--- src/rtl/quiz_round_ctrl.sv ---
// quiz_round_ctrl: timed arithmetic-quiz round controller.
// Operands and the operator come from a free-running LFSR. The player names
// the hidden operator with push buttons. The block keeps BCD score, lives and
// the round count, and drives raw values for the board's display logic.
module quiz_round_ctrl #(
  parameter int          MAX_OPERAND = 9,
  parameter int          TICK_DIV    = 65536,
  parameter int          ROUND_TICKS = 30,
  parameter int          LIVES       = 3,
  parameter int          ROUNDS      = 20,
  parameter logic [15:0] SEED        = 16'hACE1
) (
  input  logic       clk,
  input  logic       reset,
  input  logic       start,
  input  logic [3:0] answer,
  output logic [3:0] num1,
  output logic [3:0] num2,
  output logic [7:0] result,
  output logic [1:0] op,
  output logic [5:0] time_left,
  output logic [3:0] score_tens,
  output logic [3:0] score_ones,
  output logic [2:0] lives,
  output logic       round_active,
  output logic       game_over,
  output logic       correct_pulse,
  output logic       wrong_pulse
);

  typedef enum logic [1:0] {IDLE, GEN, WAIT, OVER} state_t;

  localparam int         PW   = (TICK_DIV > 1) ? $clog2(TICK_DIV) : 1;
  localparam logic [3:0] MAXV = 4'(MAX_OPERAND);
  localparam logic [3:0] RED  = 4'(MAX_OPERAND + 1);

  state_t          state, next_state;
  logic [15:0]     lfsr;
  logic [3:0]      answer_d;
  logic [PW-1:0]   prescale;
  logic [7:0]      round_cnt;

  logic [3:0]      a_raw, b_raw, a_red, b_red, n1_gen, n2_gen;
  logic [1:0]      op_gen;
  logic [7:0]      res_gen;

  logic [3:0]      ans_edge;
  logic            multi, add_ok, sub_ok, mul_ok;
  logic            judged, hit, miss, start_game;
  logic [7:0]      round_inc;

  // Operand candidates derived from the current LFSR value
  always_comb begin
    a_raw = lfsr[7:4];
    b_raw = lfsr[11:8];
    a_red = (a_raw > MAXV) ? a_raw - RED : a_raw;
    b_red = (b_raw > MAXV) ? b_raw - RED : b_raw;
    if (a_red >= b_red) begin
      n1_gen = a_red;
      n2_gen = b_red;
    end else begin
      n1_gen = b_red;
      n2_gen = a_red;
    end
    op_gen = (lfsr[1:0] == 2'd3) ? 2'd0 : lfsr[1:0];
    case (op_gen)
      2'd0:    res_gen = {4'b0, n1_gen} + {4'b0, n2_gen};
      2'd1:    res_gen = {4'b0, n1_gen - n2_gen};
      default: res_gen = {4'b0, n1_gen} * {4'b0, n2_gen};
    endcase
  end

  // Button edges and which operators reproduce the displayed result
  always_comb begin
    ans_edge  = answer & ~answer_d;
    multi     = (ans_edge & (ans_edge - 4'd1)) != 4'd0;
    add_ok    = ({4'b0, num1} + {4'b0, num2}) == result;
    sub_ok    = {4'b0, num1 - num2} == result;
    mul_ok    = ({4'b0, num1} * {4'b0, num2}) == result;
    round_inc = round_cnt + 8'd1;
  end

  // Game FSM state register
  always_ff @(posedge clk) begin
    if (reset) state <= IDLE;
    else       state <= next_state;
  end

  // Next-state, judging and state-decoded outputs
  always_comb begin
    next_state   = state;
    judged       = 1'b0;
    hit          = 1'b0;
    miss         = 1'b0;
    start_game   = 1'b0;
    round_active = (state == WAIT);
    game_over    = (state == OVER);
    case (state)
      IDLE, OVER: begin
        if (start) begin
          start_game = 1'b1;
          next_state = GEN;
        end
      end
      GEN: next_state = WAIT;
      WAIT: begin
        // An edge outranks a simultaneous timeout
        if (ans_edge != 4'd0) begin
          judged = 1'b1;
          if (multi)
            miss = 1'b1;
          else if (ans_edge[3])
            miss = 1'b0;
          else if ((ans_edge[0] && add_ok) || (ans_edge[1] && sub_ok) ||
                   (ans_edge[2] && mul_ok))
            hit = 1'b1;
          else
            miss = 1'b1;
        end else if (time_left == 6'd0) begin
          judged = 1'b1;
          miss   = 1'b1;
        end
        if (judged) begin
          if ((miss && lives == 3'd1) || round_inc == 8'(ROUNDS))
            next_state = OVER;
          else
            next_state = GEN;
        end
      end
      default: next_state = IDLE;
    endcase
  end

  // Datapath: LFSR, edge history, operands, timer, score, lives, rounds
  always_ff @(posedge clk) begin
    if (reset) begin
      lfsr          <= SEED;
      answer_d      <= '0;
      prescale      <= '0;
      round_cnt     <= '0;
      num1          <= '0;
      num2          <= '0;
      result        <= '0;
      op            <= '0;
      time_left     <= '0;
      score_tens    <= '0;
      score_ones    <= '0;
      lives         <= 3'(LIVES);
      correct_pulse <= 1'b0;
      wrong_pulse   <= 1'b0;
    end else begin
      lfsr          <= {lfsr[14:0], lfsr[15] ^ lfsr[13] ^ lfsr[12] ^ lfsr[10]};
      answer_d      <= answer;
      correct_pulse <= hit;
      wrong_pulse   <= miss;
      if (start_game) begin
        score_tens <= '0;
        score_ones <= '0;
        lives      <= 3'(LIVES);
        round_cnt  <= '0;
      end
      if (state == GEN) begin
        num1      <= n1_gen;
        num2      <= n2_gen;
        op        <= op_gen;
        result    <= res_gen;
        time_left <= 6'(ROUND_TICKS);
        prescale  <= '0;
      end
      if (state == WAIT) begin
        if (judged) begin
          round_cnt <= round_inc;
          if (hit) begin
            if (score_ones == 4'd9) begin
              if (score_tens != 4'd9) begin
                score_tens <= score_tens + 4'd1;
                score_ones <= '0;
              end
            end else begin
              score_ones <= score_ones + 4'd1;
            end
          end
          if (miss) lives <= lives - 3'd1;
        end else if (prescale == PW'(TICK_DIV - 1)) begin
          prescale  <= '0;
          time_left <= time_left - 6'd1;
        end else begin
          prescale <= prescale + PW'(1);
        end
      end
    end
  end

endmodule

--- config.mk ---
export PLATFORM = sky130hd
export DESIGN_NAME = quiz_round_ctrl
export DESIGN_NICKNAME = d
export VERILOG_FILES = /design/src/rtl/quiz_round_ctrl.sv
export SDC_FILE = /design/constraint.sdc
export NUM_CORES = 1
export LEC_CHECK = 0
export BUFFER_PORTS_ARGS = -buffer_cell sky130_fd_sc_hd__buf_2
export CAP_MARGIN = 10
export CORE_UTILIZATION = 55
export DETAILED_ROUTE_END_ITERATION = 6
export PLACE_DENSITY = 0.79
export SYNTH_ARGS = -nofsm -noshare
export SYNTH_HDL_FRONTEND = slang
export SYNTH_SLANG_ARGS = --single-unit
--- constraint.sdc ---
create_clock -name clk -period 5.6 [get_ports clk]
set_clock_uncertainty 0.1 [all_clocks]
set_input_delay 1.12 -clock clk [delete_from_list [all_inputs] [get_ports clk]]
set_output_delay 1.12 -clock clk [all_outputs]
set_load 0.01 [all_outputs]
==> metrics.cfg <==
[status]
outcome = finished clean

[timing]
max_freq_mhz = 193
post-route-period-util = 0.928
fin_crit_ns = 5.19
slew_viol_final = 0
tns_ns = 0
finalHoldViolCount = 0
slew_headroom = 0.550
worst_pin_slew_ns = 0.675
setup_violations = 0

[cts]
cts_resized = 0
hold_buffers = 0
path_clk_slew_ns = 0.09
cts_sinks = 83
ctsHtreeMaxLevel = 3
cts_tree = built
cts_root_buf = clkbuf_8
clockBufferDepth = 2
cts_buffers = 9
clk_latency_ns = 0.37
post-cts-setup-buffers = 0

[finish]
layout_common_cells = 83 x dfxtp_1, 62 x nor2_1, 57 x ha_1
layout.nets = 783
antennaDiodeCount = 0
fin_util = 0.631
final_common_cell = dfxtp_1
drive_gt1_frac = 0.128
syn2layout_area_growth_pct = 10.4

[die]
io_pins = 46
die_w_um = 103
start_util = 0.572
design.die.area_um2 = 10600
core_um2 = 9820
rows = 36
fp.dieH_um = 103

[worst_hold_path]
whs_path_depth = 1
hold_path_class = register to register
worstHoldStart = lfsr[14]

[setup_path]
crit_path_start_kind = register
worstSetupPathType = register to register
path_max_fanout = 16
worstPathRequired_ns = 5.80
r2r_start = lfsr[5]
r2r_cells = 20
worst_setup_path_end_kind = register
cp-startpoint = lfsr[5]
arrival_ns = 5.39

[pwr]
p_leak_nw = 2.75
powerDensity_nw_per_um2 = 274
ir_drop_mv = 0.126

[yosys]
synth_cells = 671
muxShareOfSynthArea = 0.0332
synth.cell_area_um2 = 5620
synth_edf_count = 0
yosysWarningCount = 0
synthArstFlopShare = 0
synth_ff_type = dfxtp_1
seq_area_frac_synth = 0.296
yosys.area_share.simple = 0.215
synth_top_family_by_area = simple AND/OR/NAND/NOR gates
ys_seq_elements = 83
synth.distinct_cells = 66
syn_avg_cell_area_um2 = 8.37
synth_fp_nets = 746
synth_compound_area_frac = 0.178
synth_xor_area_frac = 0.0577
synth-adder-area-share = 0.166

[detailed_routing]
viasPerCell = 5.79
firstDrtPassIters = 5
vias = 4898
wl_per_cell_um = 15.2
antenna_left = 0
drc = 0
drt_wl_total_mm = 12.9
drt_iter0_markers = 268

[grt]
grt_pass1_vias = 4558
grt_max_degree = 71
antenna_found_initial = 0
grt.total_usage = 0.254
grt_pass1_wl_mm = 21.0
grt_overflow = 0

[place]
gp_congestion = 0.964
hpwlAfterDp_mm = 9.42
io_buffers = 45

[flow_run]
cap_violations = 0

## state kept, by name, summed over array words and instances (netlist names)
signal / flops
correct_pulse: 1
num1: 4
answer_d: 4
lfsr: 16
lives: 3
round_cnt: 8
prescale: 16
state: 2
wrong_pulse: 1
time_left: 6
result: 8
score_ones: 4
op: 2
num2: 4
score_tens: 4
## worst paths after layout
path / endpoint / slack (ns)
min reg2reg: lfsr[15] / 0.32
max: result[7] / 0.41
max reg2reg: result[7] / 0.41
min: lfsr[15] / 0.32
## power breakdown
group	internal, W	switching [W]
combinational	0.000218	0.000312
sequential	0.000623	0.0000441
clock	0.000258	0.000246
total	0.00110	0.000602
## stage by stage
stage / setup slack, ns / area (um2) / hold WS, ns / std cells / power [W]
floorplan: 0.179 / 5620 / 0.289 / 671 / 0.00107
global placement: 0.355 / 5960 / 0.295 / 830 / 0.00118
detailed placement: 0.240 / 5960 / 0.298 / 830 / 0.00120
CTS: 0.187 / 6190 / 0.319 / 846 / 0.00170
global route: -0.0101 / 6200 / 0.340 / 846 / 0.00180
finish: 0.406 / 6200 / 0.316 / 846 / 0.00170
## area by class of cell
class                           count  area, um2
Clock buffer                        9        124
Clock inverter                      7        105
Fill cell                         865       3620
Inverter                           48        180
Multi-Input combinational cell    511       3660
Sequential cell                    83       1660
Tap cell                          133        166
Timing Repair Buffer               55        300
## worst max-delay path, stage by stage (launching register included)
cell      delay, ns
dfxtp_1        0.37
inv_1          0.07
mux2_2         0.31
clkinv_1       0.26
ha_1           0.42
nor2_1         0.06
a221o_1        0.41
a21oi_4        0.38
nor3_1         0.10
a31oi_1        0.21
fa_1           0.48
fa_1           0.54
inv_1          0.07
ha_1           0.29
a21o_1         0.17
a21o_1         0.19
a21o_1         0.17
a21oi_1        0.16
xnor2_1        0.13
nand3_1        0.09
a21oi_1        0.15
## cells by family (layout without fill, tap and decap cells)
kind of cell | after synthesis | count (layout)
AO/OA/AOI/OAI | 149 | 149
flip-flops | 83 | 83
multiplexers | 18 | 18
adder cells (fa/ha/maj) | 68 | 68
AND/OR/NAND/NOR | 239 | 239
XOR/XNOR | 37 | 37
buffers and inverters | 77 | 119
## per-layer routing
metal,routed length [um],track usage,vias up
met5,0,0,-
met4,286,0.101,0
met3,512,0.0522,28
met2,6230,0.425,112
met1,5870,0.320,2315
li1,-,-,2443
## cells in the mapped netlist, types with 10 or more instances
master / number / area (um2)
clkbuf_1: 23 / 86.3
xnor2_1: 21 / 184
a21oi_1: 40 / 200
mux2i_1: 15 / 150
dfxtp_1: 83 / 1660
o21ai_0: 31 / 155
inv_1: 46 / 173
nand2_1: 53 / 199
nor3_1: 10 / 50.1
nor2b_1: 11 / 68.8
nand2b_1: 16 / 100
xor2_1: 16 / 140
fa_1: 11 / 220
nor2_1: 62 / 233
a211oi_1: 10 / 75.1
nand3_1: 27 / 135
ha_1: 57 / 713
a311oi_1: 14 / 123
No activity file was read; power rests on OpenSTA's default activity.
